===== config.mk =====
export PLATFORM = sky130hd
export DESIGN_NAME = poly_horner_eval
export DESIGN_NICKNAME = d
export VERILOG_FILES = /design/src/rtl/poly_pkg.sv /design/src/rtl/poly_horner_eval_mac_step.sv /design/src/rtl/poly_horner_eval.sv
export SDC_FILE = /design/constraint.sdc
export NUM_CORES = 2
export LEC_CHECK = 0
export ABC_CLOCK_PERIOD_IN_PS = 24100
export CELL_PAD_IN_SITES_DETAIL_PLACEMENT = 1
export CELL_PAD_IN_SITES_GLOBAL_PLACEMENT = 2
export CORE_UTILIZATION = 43
export DETAILED_ROUTE_END_ITERATION = 12
export PLACE_DENSITY_LB_ADDON = 0.1
export RECOVER_POWER = 100
export SLEW_MARGIN = 10
export SYNTH_ARGS = -nofsm -noshare
export SYNTH_HDL_FRONTEND = slang
export SYNTH_SLANG_ARGS = --single-unit
export TNS_END_PERCENT = 1

===== constraint.sdc =====
create_clock -name clk -period 24.1 [get_ports clk]
set_input_delay 2.41 -clock clk [delete_from_list [all_inputs] [get_ports clk]]
set_output_delay 2.41 -clock clk [all_outputs]
set_load 0.02 [all_outputs]

===== src/rtl/poly_pkg.sv =====
// Shared types and helpers for the Horner polynomial evaluator.
package poly_pkg;

  typedef enum logic [1:0] {
    IDLE = 2'd0,
    LOAD = 2'd1,
    MAC  = 2'd2,
    DONE = 2'd3
  } state_t;

  localparam int unsigned MAX_W = 128;

  // Largest positive value of a w-bit signed number, zero-extended to MAX_W.
  function automatic logic [MAX_W-1:0] smax_bits(input int unsigned w);
    return (MAX_W'(1) << (w - 1)) - MAX_W'(1);
  endfunction

  // Most negative value of a w-bit signed number (bit pattern 100..0).
  function automatic logic [MAX_W-1:0] smin_bits(input int unsigned w);
    return MAX_W'(1) << (w - 1);
  endfunction

endpackage


===== src/rtl/poly_horner_eval_mac_step.sv =====
// One Horner step: r = ((acc * x) >>> F) + c, with overflow detect and
// optional clamp. Purely combinational.
module poly_mac_step
  import poly_pkg::*;
#(
  parameter int unsigned W        = 32,
  parameter int unsigned F        = 8,
  parameter bit          SATURATE = 1'b1
) (
  input  logic signed [W-1:0] acc,
  input  logic signed [W-1:0] x,
  input  logic signed [W-1:0] c,
  output logic signed [W-1:0] r,
  output logic                ovf
);

  localparam logic signed [W-1:0] SMAX = W'(smax_bits(W));
  localparam logic signed [W-1:0] SMIN = W'(smin_bits(W));

  logic signed [2*W-1:0] p;
  logic signed [2*W-1:0] s;
  logic signed [2*W:0]   t;
  logic                  s_fit;
  logic                  t_fit;

  // The sum is kept at full precision so a clamp can follow the sign of the
  // true value even when the scaled product alone already overflowed; its low
  // W bits equal the wrapped product plus c, so wrap mode is unaffected.
  always_comb begin
    p     = (2*W)'(acc) * (2*W)'(x);
    s     = p >>> F;
    t     = (2*W+1)'(s) + (2*W+1)'(c);
    s_fit = (s[2*W-1:W-1] == '0) || (s[2*W-1:W-1] == '1);
    t_fit = (t[2*W:W-1] == '0) || (t[2*W:W-1] == '1);
    ovf   = !(s_fit && t_fit);
    r     = t[W-1:0];
    if (SATURATE && ovf) begin
      r = t[2*W] ? SMIN : SMAX;
    end
  end

endmodule


===== src/rtl/poly_horner_eval.sv =====
// Polynomial evaluator y = sum c[k]*x^k in signed fixed point, one Horner
// step per cycle under a level start / done handshake.
module poly_horner_eval
  import poly_pkg::*;
#(
  parameter int unsigned W        = 32,
  parameter int unsigned F        = 8,
  parameter int unsigned DEGREE   = 2,
  parameter bit          SATURATE = 1'b1
) (
  input  logic                      clk,
  input  logic                      rst,
  input  logic                      start_func,
  input  logic [W-1:0]              x_in,
  input  logic [(DEGREE+1)*W-1:0]   coeff_in,
  output logic [W-1:0]              y_out,
  output logic                      busy,
  output logic                      func_done,
  output logic                      overflow
);

  localparam int unsigned KW = $clog2(DEGREE + 1);

  state_t                    state;
  logic [KW-1:0]             k;
  logic signed [W-1:0]       acc;
  logic signed [W-1:0]       x_q;
  logic [(DEGREE+1)*W-1:0]   coeff_q;
  logic signed [W-1:0]       c_sel;
  logic signed [W-1:0]       step_r;
  logic                      step_ovf;

  // Select the captured coefficient for the current step.
  always_comb begin
    c_sel = '0;
    for (int unsigned i = 0; i <= DEGREE; i++) begin
      if (k == KW'(i)) begin
        c_sel = coeff_q[i*W +: W];
      end
    end
  end

  poly_mac_step #(
    .W        (W),
    .F        (F),
    .SATURATE (SATURATE)
  ) u_step (
    .acc (acc),
    .x   (x_q),
    .c   (c_sel),
    .r   (step_r),
    .ovf (step_ovf)
  );

  // Control FSM with registered outputs; y_out only changes on the final step.
  always_ff @(posedge clk or posedge rst) begin
    if (rst) begin
      state     <= IDLE;
      k         <= '0;
      acc       <= '0;
      x_q       <= '0;
      coeff_q   <= '0;
      y_out     <= '0;
      busy      <= 1'b0;
      func_done <= 1'b0;
      overflow  <= 1'b0;
    end else begin
      unique case (state)
        IDLE: begin
          func_done <= 1'b0;
          if (start_func) begin
            busy  <= 1'b1;
            state <= LOAD;
          end
        end
        LOAD: begin
          x_q      <= x_in;
          coeff_q  <= coeff_in;
          acc      <= coeff_in[DEGREE*W +: W];
          k        <= KW'(DEGREE - 1);
          overflow <= 1'b0;
          state    <= MAC;
        end
        MAC: begin
          acc      <= step_r;
          overflow <= overflow | step_ovf;
          if (k == '0) begin
            y_out     <= step_r;
            func_done <= 1'b1;
            busy      <= 1'b0;
            state     <= DONE;
          end else begin
            k <= k - 1'b1;
          end
        end
        DONE: begin
          if (!start_func) begin
            func_done <= 1'b0;
            state     <= IDLE;
          end
        end
        default: state <= IDLE;
      endcase
    end
  end

endmodule

=== Word-level counts from Yosys, hierarchy flattened ===
Cells that the tools add are included.

* Add/sub/neg operators: 2
* $mul: 1
* Eq/ne operators: 11
* Multiplexer cells: 19
* Bitwise logic cells: 1
* Reduce and logical (&&, ||, !) cells: 16

{| class="wikitable"
|+ Operators with widths
! cell !! number
|-
| $mux W32 || 5
|-
| $mul A32 B32 Y64 || 1
|-
| $pmux W32 S2 || 1
|-
| $add A56 B32 Y57 || 1
|-
| $eq A34 B34 Y1 const B || 1
|-
| $logic_not A34 Y1 || 1
|-
| $eq A33 B33 Y1 const B || 1
|-
| $logic_not A33 Y1 || 1
|-
| $reduce_and A3 Y1 || 3
|-
| $mux W2 || 4
|-
| $ne A2 B2 Y1 const B || 4
|-
| $pmux W2 S4 || 1
|-
| $eq A2 B2 Y1 const B || 3
|-
| $eq A2 B1 Y1 const B || 2
|-
| $logic_not A2 Y1 || 2
|-
| $mux W1 || 4
|-
| $pmux W1 S2 || 2
|-
| $pmux W2 S2 || 1
|-
| $reduce_and A2 Y1 || 2
|-
| $reduce_bool A2 Y1 || 2
|-
| $pmux W1 S3 || 1
|-
| $reduce_bool A3 Y1 || 1
|-
| $logic_or A1 B1 Y1 || 2
|-
| $sub A2 B1 Y2 const B || 1
|-
| other kinds (3) || 3
|}

* Bits in registers: 199
* Input bits: 131
* Output and inout port bits: 35
* Word-level logic and storage cells: 59

=== Longest topological paths before layout ===
* Depth after elaboration: 11
* Depth in mapped cells: 44
* Depth with buffers taken out: 40

=== Modules after synthesis ===
From an unflattened synthesis, not the netlist that was laid out.

* Cell total of the unflattened synthesis: 5172
* Area, all modules: 48980.7 um^2

{| class="wikitable"
|+ Modules (own cells, without submodules)
! module !! times used !! cells an instance !! area an instance (um^2) !! seq. area each (um^2)
|-
| poly_mac_step || 1 || 4535 || 40457.6 || 0.0
|-
| poly_horner_eval || 1 || 637 || 8523.2 || 4979.8
|}

=== Worst setup path after synthesis ===
OpenSTA, ideal clock, no wires.

* Path kind: register -> register
* Start: reg acc[31]
* End: reg y_out[16]
* Setup time: 0.077 ns
* Data arrival time: 11.174 ns
* Data required time: 24.023 ns
* Setup slack: 12.848 ns
* Stages on the path, launching flop included: 39
* Path through: dfrtp_1 -> clkbuf_1 -> nand2_1 -> inv_1 -> fa_1 -> fa_1 -> fa_1 -> fa_1 -> inv_1 -> fa_1 -> inv_1 -> fa_1 -> inv_1 -> fa_1 -> inv_1 -> fa_1 -> ha_1 -> clkbuf_1 -> (+3 left out) -> o311ai_0 -> o211ai_1 -> o2111a_1 -> ha_1 -> clkbuf_1 -> nor2_1 -> nand2_1 -> o21ai_0 -> or3b_1 -> a2111oi_2 -> nand4_1 -> or4_1 -> or4_1 -> buf_2 -> a22oi_4 -> buf_6 -> mux2_2 -> o21ai_1

* Cells in the longest elaborated chain, start to end: 6

{| class="wikitable"
|+ Ends and longest elaborated chain
! what !! line !! text
|-
| from (decl) || poly_horner_eval.sv:26 || <nowiki>logic signed [W-1:0] acc;</nowiki>
|-
| from (signal assigned) || poly_horner_eval.sv:79 || <nowiki>acc <= coeff_in[DEGREE*W +: W];</nowiki>
|-
| from (signal assigned) || poly_horner_eval.sv:85 || <nowiki>acc <= step_r;</nowiki>
|-
| $mul A32 B32 Y64 * || poly_horner_eval_mac_step.sv:30 || <nowiki>p = (2*W)'(acc) * (2*W)'(x);</nowiki>
|-
| $add A56 B32 Y57 || poly_horner_eval_mac_step.sv:32 || <nowiki>t = (2*W+1)'(s) + (2*W+1)'(c);</nowiki>
|-
| $eq A34 B34 Y1 or $logic_not A34 Y1 (tied branches) || poly_horner_eval_mac_step.sv:34 || <nowiki>t_fit = (t[2*W:W-1] == '0) || (t[2*W:W-1] == '1);</nowiki>
|-
| $logic_or A1 B1 Y1 || poly_horner_eval_mac_step.sv:34 ||
|-
| $logic_and A1 B1 Y1 || poly_horner_eval_mac_step.sv:35 || <nowiki>ovf = !(s_fit && t_fit);</nowiki>
|-
| $mux W32 * || poly_horner_eval_mac_step.sv:37 || <nowiki>if (SATURATE && ovf) begin</nowiki>
|-
| to (signal assigned) || poly_horner_eval.sv:88 || <nowiki>y_out <= step_r;</nowiki>
|-
| to (decl) || poly_horner_eval.sv:16 || <nowiki>output logic [W-1:0] y_out,</nowiki>
|}

Mark *: on every way between the ends. The rest lies on a longest branch, timed or not.
A chain may end at the register's enable or synchronous reset.

=== Worst setup path after layout ===
* Start: reg acc[31]
* End: reg y_out[6]

Same word-level chain as after synthesis.

==> results.yml <==
route:
  drt_drc_violations_left: 0
  drtIter0Drc: 1855
  vias: 37300
  dr.pass1.iters: 5
  routedWlPerCell_microns: 23.1
  drt-total-wl_mm: 157
  vias_per_cell: 5.46
  ant_nets: 0
clocking:
  cts_inserted_buffers: 17
  cts_resized: 0
  cts_sinks: 199
  root_buffer: "clkbuf_16"
  clk_latency_ps: 550
  cts_hold_buf: 0
  cts_tree: "built"
  post-cts-setup-buffers: 0
  cts_buffer_depth: 2
  clk_pin_slew_worst_paths_ps: 130
  cts.htree.levels: 4
place:
  dp_hpwl_mm: 129
  gp_congestion: 0.904
  io_buffers: 165
setup_path:
  crit_buf_inv: 10
  cp.arrival_ps: 18670
  cp_common_cell: "fa_1"
  critical_path.startpoint_type: "flop"
  crit_path_max_fanout: 36
  cp_slowest_cell: "clkbuf_1"
  cp.required_ps: 24400
  crit_family: "adder cells"
  end_kind: "flop"
  crit_type: "flop to flop"
  cp_slowest_stage_delay_ps: 1640
sta:
  fmax_mhz: 54.4
  setup_viol: 0
  finalCritPeriodShare: 0.763
  max_slew_margin: -2.56
  fin_crit_ps: 18380
  slew_viol_final: 466
  rsz0062_at_grt: "false"
  finClkSkew_ps: 55.5
  hold_viol: 0
  worst_pin_slew_ps: 5310
  tns_ps: 0
logic_synthesis:
  synth_flop_cell: "dfrtp_1"
  syn_area_sq_um: 49700
  ys_seq_elements: 199
  ys_seq_area_frac: 0.100
  yosys-top-cells-area: "fa_1 44%, dfrtp_1 10%, inv_1 7.4%"
  ys_async_sr_fraction: 1.00
  ys_types: 84
  yosys_warnings: 0
  synth_area_leader_cell: "fa_1"
  syn-instance-count: 5357
  syn_nets: 6815
  synth_edf_count: 0
  synth_top_area_share: 0.436
  syn_area_per_cell_sq_um: 9.27
cells_and_area:
  regArea_sq_um: 4980
  fillCellCount: 13000
  finalNetCount: 6756
  mostFrequentLayoutCell: "fa_1"
  most-common-layout-cells: "1082 x fa_1, 981 x inv_1, 722 x nand2_1"
  drive_gt1_frac: 0.0539
  syn_to_final_growth_pct: 6.97
  multi_input_area_sq_um: 39600
flow_run:
  cap_violations: 9
global_routing:
  overflow: 0
  antenna_found_initial: 2
  grt_util_all_layers: 0.282
  grt_pass1_wl_mm: 252
  grt_pass1_vias: 42000
  grt_max_degree: 98
floorplan:
  die_area_sq_um: 117000
  core-area_sq_um: 114000
  initial_core_util: 0.434
  die_h_microns: 342
  io_pins: 166
  std_cell_rows: 124
  die_x_microns: 342
outcome:
  violations: "max-capacitance violations, max-slew violations"
  run_status: "complete, but fails checks"
hold_path:
  hold_class: "flop to flop"
## cell type report
class / instances / share of cell area
Timing Repair Buffer: 245 / 0.0419
Inverter: 983 / 0.0695
Clock inverter: 15 / 0.00466
Antenna cell: 1 / 0.0000471
Clock buffer: 17 / 0.00801
Tap cell: 1512 / 0.0356
Sequential cell: 199 / 0.0938
Multi-Input combinational cell: 3852 / 0.746
## worst register-to-register path, delay by kind of cell, from the launching register on
| kind | cells | cell delay (ps) |
|---|---|---|
| AOI/OAI and AO/OA | 7 | 3670 |
| adders and majority gates | 10 | 6050 |
| buffers and inverters | 10 | 5020 |
| DFF | 1 | 430 |
| and+or+nand+nor | 9 | 2980 |
## kinds of logic after synthesis
logic type | synth area share
buffers and inverters | 0.100
AND/OR/NAND/NOR | 0.163
multiplexers | 0.0314
XOR/XNOR | 0.0189
flip-flops | 0.100
adder cells (fa/ha/maj) | 0.498
AO/OA/AOI/OAI | 0.0880
## state kept, by name, summed over array words and instances, names as in the netlist
signal / count
busy: 1
coeff_q: 96
k: 2
x_q: 32
overflow: 1
y_out: 32
func_done: 1
state: 2
acc: 32
## cells in the mapped netlist, types with 20 or more instances
cell type and instances:
nand2_1 722, o221ai_2 26, xor2_1 43, ha_1 245, and2_1 478, o21a_1 20
nor2_1 165, nor2b_1 35, clkbuf_1 288, o211ai_1 20, inv_1 982, a221o_1 26
o21ai_0 117, a211oi_1 23, mux2_2 133, nand2b_1 24, xnor2_1 64, a21oi_1 173
nand4_1 41, a31oi_1 59, nand3_1 43, a21o_1 54, nor3_1 29, fa_1 1082
dfrtp_1 199
## metal layers
metal | GRT usage | vias to the layer above | share of wire
met5 | 0 | - | 0
met1 | 0.418 | 20000 | 0.48
met4 | 0.0447 | 0 | 0.014
met3 | 0.0254 | 111 | 0.039
met2 | 0.455 | 727 | 0.47
li1 | - | 16400 | -
## worst paths after layout
kind / from / endpoint / slack, ps / cells after the start
min in group asynchronous: rst / x_q[21] / 3970 / 2
min reg2reg: y_out[1] / y_out[1] / 500 / 2
min: y_out[1] / y_out[1] / 500 / 2
max: acc[31] / y_out[6] / 5720 / 36
max reg2reg: acc[31] / y_out[6] / 5720 / 36
max in group asynchronous: rst / acc[27] / 13700 / 4
## per-stage QoR
step	std cells	utilization	cell area, sq um	hold WS, ps	setup slack, ps
after detailed placement	6791	0.460	52500	488	9800
after global placement	6791	0.460	52500	478	9910
after floorplan	5357	-	49700	472	12850
after global routing	6823	0.465	53100	524	4460
final	6824	0.465	53100	503	5720
after CTS	6823	0.465	53200	516	9700
Power is not shown: default switching activity piles up to over one toggle a cycle in this logic, so the estimate is an artifact.
